<file path="config.mk">
export PLATFORM = sky130hd
export DESIGN_NAME = jtag_ir_gen
export DESIGN_NICKNAME = d
export VERILOG_FILES = /design/src/rtl/jtag_pkg.sv /design/src/rtl/jtag_ir_decoder.sv /design/src/rtl/jtag_ir_gen.sv
export SDC_FILE = /design/constraint.sdc
export NUM_CORES = 1
export LEC_CHECK = 0
export CORE_ASPECT_RATIO = 1.1
export CORE_MARGIN = 2
export CORE_UTILIZATION = 45
export CTS_CLUSTER_SIZE = 14
export DETAILED_ROUTE_END_ITERATION = 10
export GPL_ROUTABILITY_DRIVEN = 0
export PLACE_DENSITY = 0.72
export RECOVER_POWER = 50
export SYNTH_ARGS = -nofsm -noshare
export SYNTH_HDL_FRONTEND = slang
export SYNTH_SLANG_ARGS = --single-unit
</file>
<file path="constraint.sdc">
create_clock -name tck -period 4.1 [get_ports tck]
set_input_delay 1.23 -clock tck [delete_from_list [all_inputs] [get_ports tck]]
set_output_delay 1.23 -clock tck [all_outputs]
set_load 0.01 [all_outputs]
</file>
<file path="src/rtl/jtag_pkg.sv">
// Shared JTAG instruction definitions: instruction slot indices and 16-bit opcodes,
// plus helpers that truncate opcodes to a given IR length and check them for collisions.
package jtag_pkg;

  typedef enum logic [3:0] {
    IDX_BYPASS         = 4'd0,
    IDX_SAMPLE_PRELOAD = 4'd1,
    IDX_EXTEST         = 4'd2,
    IDX_INTEST         = 4'd3,
    IDX_IDCODE         = 4'd4,
    IDX_CLAMP          = 4'd5,
    IDX_HALT           = 4'd6,
    IDX_STEP           = 4'd7,
    IDX_RESUME         = 4'd8,
    IDX_RESET          = 4'd9
  } inst_idx_e;

  localparam int INST_NUM     = 10;
  localparam int IR_WIDTH_MIN = 4;
  localparam int IR_WIDTH_MAX = 16;

  localparam logic [15:0] OP_EXTEST         = 16'h0000;
  localparam logic [15:0] OP_IDCODE         = 16'h0001;
  localparam logic [15:0] OP_SAMPLE_PRELOAD = 16'h0002;
  localparam logic [15:0] OP_INTEST         = 16'h0003;
  localparam logic [15:0] OP_CLAMP          = 16'h0004;
  localparam logic [15:0] OP_HALT           = 16'h0008;
  localparam logic [15:0] OP_STEP           = 16'h0009;
  localparam logic [15:0] OP_RESUME         = 16'h000A;
  localparam logic [15:0] OP_RESET          = 16'h000B;
  localparam logic [15:0] OP_BYPASS         = 16'hFFFF;

  function automatic logic [15:0] opcode_of(input int idx);
    logic [15:0] op;
    case (idx)
      int'(IDX_BYPASS):         op = OP_BYPASS;
      int'(IDX_SAMPLE_PRELOAD): op = OP_SAMPLE_PRELOAD;
      int'(IDX_EXTEST):         op = OP_EXTEST;
      int'(IDX_INTEST):         op = OP_INTEST;
      int'(IDX_IDCODE):         op = OP_IDCODE;
      int'(IDX_CLAMP):          op = OP_CLAMP;
      int'(IDX_HALT):           op = OP_HALT;
      int'(IDX_STEP):           op = OP_STEP;
      int'(IDX_RESUME):         op = OP_RESUME;
      int'(IDX_RESET):          op = OP_RESET;
      default:                  op = OP_BYPASS;
    endcase
    return op;
  endfunction

  function automatic logic [15:0] width_mask(input int w);
    return 16'hFFFF >> (16 - w);
  endfunction

  // True when any two opcodes become identical after truncation to w bits.
  function automatic logic opcodes_collide(input int w);
    logic hit;
    hit = 1'b0;
    for (int i = 0; i < INST_NUM; i++) begin
      for (int j = i + 1; j < INST_NUM; j++) begin
        hit = hit | ((opcode_of(i) & width_mask(w)) == (opcode_of(j) & width_mask(w)));
      end
    end
    return hit;
  endfunction

endpackage

</file>
<file path="src/rtl/jtag_ir_decoder.sv">
// Combinational opcode decoder: raw IR opcode -> one-hot instruction plus an
// "unsupported" flag; anything unknown or outside the instruction bus falls back to BYPASS.
module jtag_ir_decoder
  import jtag_pkg::*;
#(
  parameter int IR_WIDTH   = 5,
  parameter int INST_COUNT = 10
) (
  input  logic [IR_WIDTH-1:0]   opcode,
  output logic [INST_COUNT-1:0] onehot,
  output logic                  invalid
);

  localparam logic [15:0] MASK = width_mask(IR_WIDTH);

  logic [15:0] opcode_ext_s;
  logic        match_s;
  logic [3:0]  idx_s;
  logic [3:0]  sel_s;

  assign opcode_ext_s = 16'(opcode);

  // Opcode lookup and one-hot expansion; all-ones always hits BYPASS so it is never invalid.
  always_comb begin
    match_s = 1'b0;
    idx_s   = 4'd0;
    sel_s   = 4'd0;
    invalid = 1'b0;
    onehot  = '0;
    for (int i = 0; i < INST_NUM; i++) begin
      match_s = match_s | ((opcode_of(i) & MASK) == opcode_ext_s);
      idx_s   = ((opcode_of(i) & MASK) == opcode_ext_s) ? 4'(i) : idx_s;
    end
    if (match_s && (int'(idx_s) < INST_COUNT)) begin
      sel_s   = idx_s;
      invalid = 1'b0;
    end else begin
      sel_s   = 4'(IDX_BYPASS);
      invalid = 1'b1;
    end
    for (int j = 0; j < INST_COUNT; j++) begin
      onehot[j] = (int'(sel_s) == j);
    end
  end

endmodule

</file>
<file path="src/rtl/jtag_ir_gen.sv">
// JTAG instruction register: capture/shift/update IR path with a registered
// one-hot instruction decode and a sticky flag for unsupported opcodes.
module jtag_ir_gen
  import jtag_pkg::*;
#(
  parameter int IR_WIDTH   = 5,
  parameter int INST_COUNT = 10
) (
  input  logic                  tck,
  input  logic                  tl_reset,
  input  logic                  tdi,
  input  logic                  capture_ir,
  input  logic                  shift_ir,
  input  logic                  update_ir,
  input  logic                  tlr_sync,
  input  logic [IR_WIDTH-4:0]   status_in,
  output logic                  tdo,
  output logic [INST_COUNT-1:0] instructions,
  output logic [IR_WIDTH-1:0]   ir_code,
  output logic                  invalid_seen
);

  if ((IR_WIDTH < IR_WIDTH_MIN) || (IR_WIDTH > IR_WIDTH_MAX)) begin : g_bad_ir_width
    $error("jtag_ir_gen: IR_WIDTH %0d outside 4..16", IR_WIDTH);
  end
  if ((INST_COUNT < 1) || (INST_COUNT > INST_NUM)) begin : g_bad_inst_count
    $error("jtag_ir_gen: INST_COUNT %0d outside 1..10", INST_COUNT);
  end
  if (opcodes_collide(IR_WIDTH)) begin : g_opcode_collision
    $error("jtag_ir_gen: opcodes collide at IR_WIDTH %0d", IR_WIDTH);
  end

  localparam logic [IR_WIDTH-1:0]   IDCODE_CODE = IR_WIDTH'(OP_IDCODE);
  localparam logic [IR_WIDTH-1:0]   SR_RESET    = IR_WIDTH'(3'b001);
  // Narrow instruction buses have no IDCODE slot; BYPASS keeps the bus one-hot.
  localparam int                    IDCODE_SLOT = (INST_COUNT > int'(IDX_IDCODE)) ?
                                                  int'(IDX_IDCODE) : int'(IDX_BYPASS);
  localparam logic [INST_COUNT-1:0] IDCODE_OH   = INST_COUNT'(1'b1) << IDCODE_SLOT;

  logic [IR_WIDTH-1:0]   sr_r, sr_next_s;
  logic [IR_WIDTH-1:0]   ir_code_r, ir_code_next_s;
  logic [INST_COUNT-1:0] inst_r, inst_next_s;
  logic                  invalid_r, invalid_next_s;
  logic [INST_COUNT-1:0] dec_onehot_s;
  logic                  dec_invalid_s;

  jtag_ir_decoder #(
    .IR_WIDTH   (IR_WIDTH),
    .INST_COUNT (INST_COUNT)
  ) u_decoder (
    .opcode  (sr_r),
    .onehot  (dec_onehot_s),
    .invalid (dec_invalid_s)
  );

  // Next-state selection: tlr_sync first, then independent shift-path and update-path actions.
  always_comb begin
    sr_next_s      = sr_r;
    ir_code_next_s = ir_code_r;
    inst_next_s    = inst_r;
    invalid_next_s = invalid_r;
    if (tlr_sync) begin
      sr_next_s      = {status_in, 1'b0, 2'b01};
      ir_code_next_s = IDCODE_CODE;
      inst_next_s    = IDCODE_OH;
      invalid_next_s = 1'b0;
    end else begin
      if (capture_ir) begin
        sr_next_s = {status_in, invalid_r, 2'b01};
      end else if (shift_ir) begin
        sr_next_s = {tdi, sr_r[IR_WIDTH-1:1]};
      end else begin
        sr_next_s = sr_r;
      end
      if (update_ir) begin
        ir_code_next_s = sr_r;
        inst_next_s    = dec_onehot_s;
        invalid_next_s = invalid_r | dec_invalid_s;
      end else begin
        ir_code_next_s = ir_code_r;
        inst_next_s    = inst_r;
        invalid_next_s = invalid_r;
      end
    end
  end

  // IR state registers; reset lands immediately so no partial update survives it.
  always_ff @(posedge tck or posedge tl_reset) begin
    if (tl_reset) begin
      sr_r      <= SR_RESET;
      ir_code_r <= IDCODE_CODE;
      inst_r    <= IDCODE_OH;
      invalid_r <= 1'b0;
    end else begin
      sr_r      <= sr_next_s;
      ir_code_r <= ir_code_next_s;
      inst_r    <= inst_next_s;
      invalid_r <= invalid_next_s;
    end
  end

  assign tdo          = sr_r[0];
  assign ir_code      = ir_code_r;
  assign instructions = inst_r;
  assign invalid_seen = invalid_r;

endmodule
</file>
## Word level (Yosys, flattened, before mapping)

Index checks and enable logic that the tools add are counted.
W data, S select, Z words.

| operators by class | value |
|---|---|
| bitwise gates (word level) | 10 |
| multiply operators | 0 |
| mux-type cells | 20 |
| div/mod/pow operators | 0 |
| $add $sub $neg | 0 |
| shifts and indexed selects | 0 |
| $lt $le $gt $ge | 1 |
| equality and inequality tests | 18 |
| reduce and logical (&&, ||, !) cells | 5 |

Operator list:

| cell | count |
|---|---|
| $mux W4 | 9 |
| $mux W5 | 5 |
| $eq A4 B4 Y1 const B | 6 |
| $eq A4 B5 Y1 const A | 4 |
| $mux W10 | 2 |
| $logic_not A16 Y1 | 1 |
| $eq A2 B5 Y1 const A | 2 |
| $or A1 B1 Y1 | 10 |
| $eq A4 B3 Y1 const B | 2 |
| $eq A1 B5 Y1 const A | 1 |
| $eq A3 B5 Y1 const A | 1 |
| $eq A5 B5 Y1 const A | 1 |
| $eq A4 B2 Y1 const B | 1 |
| $logic_not A4 Y1 | 1 |
| $lt A4 B4 Y1 const B | 1 |
| $mux W1 | 4 |
| $reduce_bool A3 Y1 | 1 |
| $reduce_bool A2 Y1 | 1 |
| $logic_and A1 B1 Y1 | 1 |

| word-level totals | value |
|---|---|
| memories | 0 |
| memory bits (read-only) | 0 |
| RAM bits | 0 |
| bits in latches | 0 |
| logic and storage cells | 58 |
| register bits | 21 |

## Logic depth before layout (Yosys ltp)

Gate-level depths: netlist (run 1).

| logic depth | value |
|---|---|
| word-level depth | 16 |
| gate-level depth with buffers | 5 |
| mapped depth without buffers | 4 |

## Cells and area by module

A second synthesis (run 1) with hierarchy kept.

| unflattened totals | value |
|---|---|
| cells, all modules | 91 |
| area total of the unflattened synthesis | 1034.7 um^2 |

Modules (own cells, without submodules):

| module | cells each | instances | area an instance (um^2) |
|---|---|---|---|
| jtag_ir_gen | 72 | 1 | 905.9 |
| jtag_ir_decoder | 19 | 1 | 128.9 |

## Worst setup path after synthesis (run 1)

OpenSTA, ideal clock, no wires.

| timing | value |
|---|---|
| path type | input -> register |
| start | input port update_ir |
| end | register inst_r[2], in the netlist instructions[2] |
| path slack | 1975 ps |
| arrival | 2047 ps |
| cell stages on the path | 3 |
| required time | 4022 ps |
| cells stage by stage | clkinv_1 or4_1 a21oi_1 |

| between the ends | value |
|---|---|
| longest elaborated chain between the ends | 1 |

Ends and longest elaborated chain:

| element | line | RTL |
|---|---|---|
| start: declaration | jtag_ir_gen.sv:14 | `input logic update_ir,` |
| $reduce_bool A2 Y1 (no source line) | - |  |
| end signal: assignment | jtag_ir_gen.sv:97 | `inst_r <= inst_next_s;` |
| end: declaration | jtag_ir_gen.sv:42 | `logic [INST_COUNT-1:0] inst_r, inst_next_s;` |

No other way between the ends.
A chain may end at the register's enable or synchronous reset.

## Final worst setup path (run 1)

Same ends and word-level chain as after synthesis.

==> results of run 1 <==
cells in the final DEF (no fill, tap or decap), types with 2 or more instances in the layout:
cell type	count
clkdlybuf4s50_1	23
dfrtp_1	18
nor2_1	14
nand2_1	10
a21oi_1	9
mux2i_1	9
inv_1	4
nand3_1	3
clkbuf_4	3
dfstp_2	3
nand4_1	2
nor3_1	2
o21ai_0	2
a221o_1	2
dlygate4sd3_1	2
registers in the layout (all words and copies together) (netlist names):
signal,flops
instructions,10
invalid_seen,1
ir_code,5
sr_r,5
cell families (layout without fill, tap and decap cells):
logic type,Yosys count,count (layout)
buffers and inverters,14,34
flip-flops,21,21
XOR/XNOR,2,2
AO/OA/AOI/OAI,24,24
multiplexers,9,9
AND/OR/NAND/NOR,38,38
metrics by stage:
stage	cells	hold slack (ns)
global route	158	0.531
detailed placement	154	0.465
CTS	158	0.490
floorplan	108	0.516
global placement	154	0.461
finish	158	0.490
Yosys cell counts (2+ instances only):
cell,instances
a21oi_1,9
a221o_1,2
buf_2,2
clkbuf_1,6
dfrtp_1,18
dfstp_2,3
inv_1,4
mux2i_1,9
nand2_1,10
nand3_1,3
nand4_1,2
nor2_1,14
nor3_1,2
area by class of cell:
cell class / count / area share, %
well taps: 30 / 2.81
clock inverters: 1 / 0.374
flip-flops and latches: 21 / 39.6
inverters: 5 / 1.40
multi-input cells: 73 / 35.5
clock buffers: 3 / 1.68
repair buffers: 25 / 18.7
worst max-delay path, stage by stage:
cell             delay, ns
clkdlybuf4s50_1       0.77
clkinv_1              0.42
or4_1                 0.57
a21oi_1               0.15
final timing paths:
check | start | to | slack (ns)
worst max-delay path | update_ir | instructions[2] | 1.19
worst min-delay path | instructions[3] | instructions[3] | 0.49
worst max register to register | sr_r[2] | instructions[0] | 2.19
worst min register to register | instructions[3] | instructions[3] | 0.49
max in group asynchronous | tl_reset | sr_r[3] | 2.13
min in group asynchronous | tl_reset | instructions[9] | 1.48
per-layer routing:
metal,share of wire (%),GRT usage [%],wire (µm),up-vias
met2,47,32.0,1030,32
met4,1.8,6.02,40,0
met5,0,0,0,-
li1,-,-,-,419
met3,5.7,5.74,125,4
met1,46,22.5,1000,436
power by group:
| part | internal, mW | leakage [nW] | switching [mW] |
|---|---|---|---|
| Sequential | 0.217 | 0.274 | 0.0150 |
| Combinational | 0.0330 | 0.268 | 0.0311 |
| Clock | 0.0364 | 0.0177 | 0.0632 |
| Total | 0.286 | 0.559 | 0.109 |
==> reports/results.ini, run 1 <==
[synth]
async_flop_share_pct = 100
muxShareOfSynthArea_pct = 8.51
synth_edf_count = 0
netlist.area_leader.share_pct = 42.6
yosysUniqueCellTypes = 37
yosysTopAreaCell = dfrtp_1
seq_area_frac_synth_pct = 50.0
avgSynthCellArea_um2 = 9.80
synth_compound_area_share_pct = 17.8
yosys-top-cells-area = dfrtp_1 43%, mux2i_1 8.5%, dfstp_2 7.4%
synth-simple-area-share_pct = 16.8
syn_inst = 108
synth_top_family_by_area = compound AO/OA/AOI/OAI gates
synthXorXnorAreaFrac_pct = 1.65
ys_warn_count = 0
synth_flop_cell = dfrtp_1
synth-adder-area-share_pct = 0
syn_nets = 117
synth-seq-cells = 21
syn_area_um2 = 1060

[sta]
fmaxAchievable_mhz = 343
setup_viol = 0
rsz0062_at_grt = false
skew_ns = 0.00666
tns_ns = 0
finalHoldViolCount = 0
period_needed_ns = 2.91
tightestPinTransition_ns = 0.773
drv_slew = 0
relSlewSlack_pct = 48.4
setup_slack_ns = 1.19
min_period_over_period_pct = 71.0

[clocking]
htree_levels = 1
clkLatencyLatePin_ns = 0.31
clock_sinks = 21
cts_tree = yes
post_cts_buffers = 0
root_buffer = clkbuf_4
cts_buffer_depth = 2
clk_pin_slew_worst_paths_ns = 0.12
cts_resized = 0
hold_buffers = 0
cts_inserted_buffers = 3

[floorplanning]
coreArea_um2 = 2230
io_pins = 26
fp-row-count = 18
die_area_um2 = 2760
chipWidth_um = 50.2
die_y_um = 54.9
start_util_pct = 47.5

[final_layout]
multi_input_area_um2 = 474
final_area_um2 = 1340
n_antenna_cell = 0
utilization_pct = 60.0
ff_latch_area_um2 = 529
fillers = 189
drive_gt1_share_pct = 7.81
nets = 138
area_growth_pct = 26.4

[power_and_ir_drop]
ir_drop_mv = 0.223
powerDensity_nw_per_um2 = 296
p_total_mw = 0.395
p_leak_nw = 0.559

[placed_design]
dp_hpwl_mm = 1.52
io_buffers = 25
dp_slack_ns = 0.859
dpl-instance-area_um2 = 1310

[setup_path]
cp_data_arrival_time_ns = 3.15
r2r_cells = 4
cp.required_ns = 4.34
cp_max_fo = 11
worstSetupPathType = input pin to register
endpoint_kind = register
cp-start-kind = input pin

[global_routing]
grt_max_degree = 22
grt_pass1_vias = 869
antenna_found_initial = 0
grt_pass1_wl_mm = 3.83
overflow = 0
track_usage_pct = 18.6

[routing]
detailroute.via_count = 891
drtIter0Drc = 20
wl_per_cell_um = 13.9
first_pass_iters = 4
vias_per_cell = 5.64
finalWirelength_mm = 2.20
ant_nets = 0
drc = 0

[worst_hold_path]
hold_path_class = register to register
hold_depth = 2

[status]
outcome = finished clean

[run]
max_cap_violations = 0

Power figures use the tool's default switching activity.
==> run 2: changes to the inputs <==
==> constraint.sdc (replaced) <==
create_clock -name tck -period 2.7 [get_ports tck]
set_input_delay 0.81 -clock tck [delete_from_list [all_inputs] [get_ports tck]]
set_output_delay 0.81 -clock tck [all_outputs]
set_load 0.01 [all_outputs]
==> run 2 against run 1 <==
Compared with the run above:
- via count is 1.6% lower
- worst setup slack got worse by 0.86 ns
- hold slack worse by 0.0032 ns
==> reports/results.ini, run 2 (same netlist as run 1, synthesis figures left out) <==
[setup_path]
crit_buf_inv = 1  ; -1
r2r_cells = 4  ; unchanged
cp.required_ns = 1.89  ; -2.45 ns
worstSetupPathType = register to primary output
cp-start-kind = register
path_delay_family = flip-flops
r2r-start = sr_r[2]
endpoint_kind = primary output
cp_data_arrival_time_ns = 1.56  ; -1.59 ns
cp_max_fo = 13  ; +2
r2r-end = instructions[0]
slowest_stage = dfstp_2
crit_chain = clkdlybuf4s50_1
r2r_slack_ns = 0.77  ; -1.42 ns
critPathMaxStageDelay_ns = 0.68  ; -0.09 ns

[routing]
ant_nets = 0  ; unchanged
drc = 0  ; unchanged
finalWirelength_mm = 2.24  ; +2.1%
drtIter0Drc = 9  ; -55%
vias_per_cell = 5.45  ; -3.4%
wl_per_cell_um = 13.9  ; +0.19%
detailroute.via_count = 877  ; -1.6%
first_pass_iters = 4  ; unchanged

[clocking]
root_buffer = clkbuf_4
clkLatencyLatePin_ns = 0.31  ; about the same
cts_resized = 0  ; unchanged
cts_tree = yes
post_cts_buffers = 0  ; unchanged
cts_buffer_depth = 2  ; unchanged
cts_inserted_buffers = 3  ; unchanged
hold_buffers = 0  ; unchanged
clk_pin_slew_worst_paths_ns = 0.11  ; about the same
htree_levels = 1  ; unchanged
clock_sinks = 21  ; unchanged

[floorplanning]
fp-row-count = 18  ; unchanged
chipWidth_um = 50.2  ; unchanged
start_util_pct = 47.5  ; unchanged
coreArea_um2 = 2230  ; unchanged
io_pins = 26  ; unchanged
die_y_um = 54.9  ; unchanged
die_area_um2 = 2760  ; unchanged

[power_and_ir_drop]
powerDensity_nw_per_um2 = 447  ; +51%
ir_drop_mv = 0.334  ; +50%
p_leak_nw = 0.564  ; +0.80%
p_total_mw = 0.605  ; +53%

[final_layout]
area_growth_pct = 27.7
nets = 141  ; +2.2%
final_area_um2 = 1350  ; +1.0%
fillers = 200  ; +5.8%
stdcell_count = 161  ; +1.9%
final_cell_mix = 22 x clkdlybuf4s50_1, 18 x dfrtp_1, 14 x nor2_1
final_common_cell = clkdlybuf4s50_1
n_antenna_cell = 0  ; unchanged
drive_gt1_share_pct = 7.63  ; -0.18 points
largest_register_ffs = 10  ; unchanged

[placed_design]
dpl-instance-area_um2 = 1330  ; +1.7%
io_buffers = 25  ; unchanged
dp_hpwl_mm = 1.58  ; +3.9%
dp_cells = 157  ; +1.9%

[sta]
min_period_over_period_pct = 87.7
fmaxAchievable_mhz = 422
relSlewSlack_pct = 26.4  ; -22 points
skew_ns = 0.00852  ; +0.00186 ns
rsz0062_at_grt = false
period_needed_ns = 2.37
finalHoldViolCount = 0  ; unchanged
drv_slew = 0  ; unchanged
setup_viol = 0  ; unchanged
tns_ns = 0  ; unchanged
tightestPinTransition_ns = 1.10  ; +0.331 ns

[worst_hold_path]
holdPathEnd = instructions[3]
hold_depth = 2  ; unchanged
hold_start = instructions[3]
hold_path_class = register to register

[global_routing]
overflow = 0  ; unchanged
grt_max_degree = 22  ; unchanged
track_usage_pct = 18.7  ; +0.071 points
grt_pass1_wl_mm = 3.81  ; -0.55%
antenna_found_initial = 0  ; unchanged
grt_pass1_vias = 825  ; -5.1%

[status]
outcome = finished clean

[run]
max_cap_violations = 0  ; unchanged

## run 2: worst max-delay path by stage
stage                            endpoint  slack, ns      start  depth (start not counted)
after CTS                             tdo       0.31    sr_r[0]                          1
after floorplan           instructions[2]        1.0  update_ir                          3
after global routing                  tdo       0.24    sr_r[0]                          1
after global placement    instructions[2]       0.41  update_ir                          4
final                                 tdo       0.33    sr_r[0]                          1
after detailed placement  instructions[2]       0.39  update_ir                          4
## run 2: power breakdown
| group | internal (mW) | total [mW] | switching, mW |
|---|---|---|---|
| combinational | 0.0514 | 0.0995 | 0.0481 |
| clock | 0.0577 | 0.154 | 0.0958 |
| sequential | 0.329 | 0.352 | 0.0227 |
| total | 0.438 | 0.605 | 0.167 |
## run 2: routing by layer
metal	global-route usage, %	routed length (µm)
met1	25.5	1060
met3	2.46	58
met2	29.8	1080
met5	0	0
met4	8.80	44
## run 2: area by class of cell
cell class              count  area, µm²  share of cell area, %
clock buffers               4       26.3                   1.94
inverters                   5       18.8                   1.39
multi-input cells          73        474                   35.1
well taps                  30       37.5                   2.78
flip-flops and latches     21        529                   39.2
repair buffers             28        265                   19.6
## run 2: metrics by stage
stage / hold WS [ns] / worst slack (ns) / utilization, %
after floorplan: 0.516 / 0.995 / -
after global placement: 0.468 / 0.408 / 59.8
after detailed placement: 0.469 / 0.387 / 59.8
after CTS: 0.495 / 0.308 / 60.9
after global routing: 0.513 / 0.241 / 60.6
final: 0.487 / 0.332 / 60.6
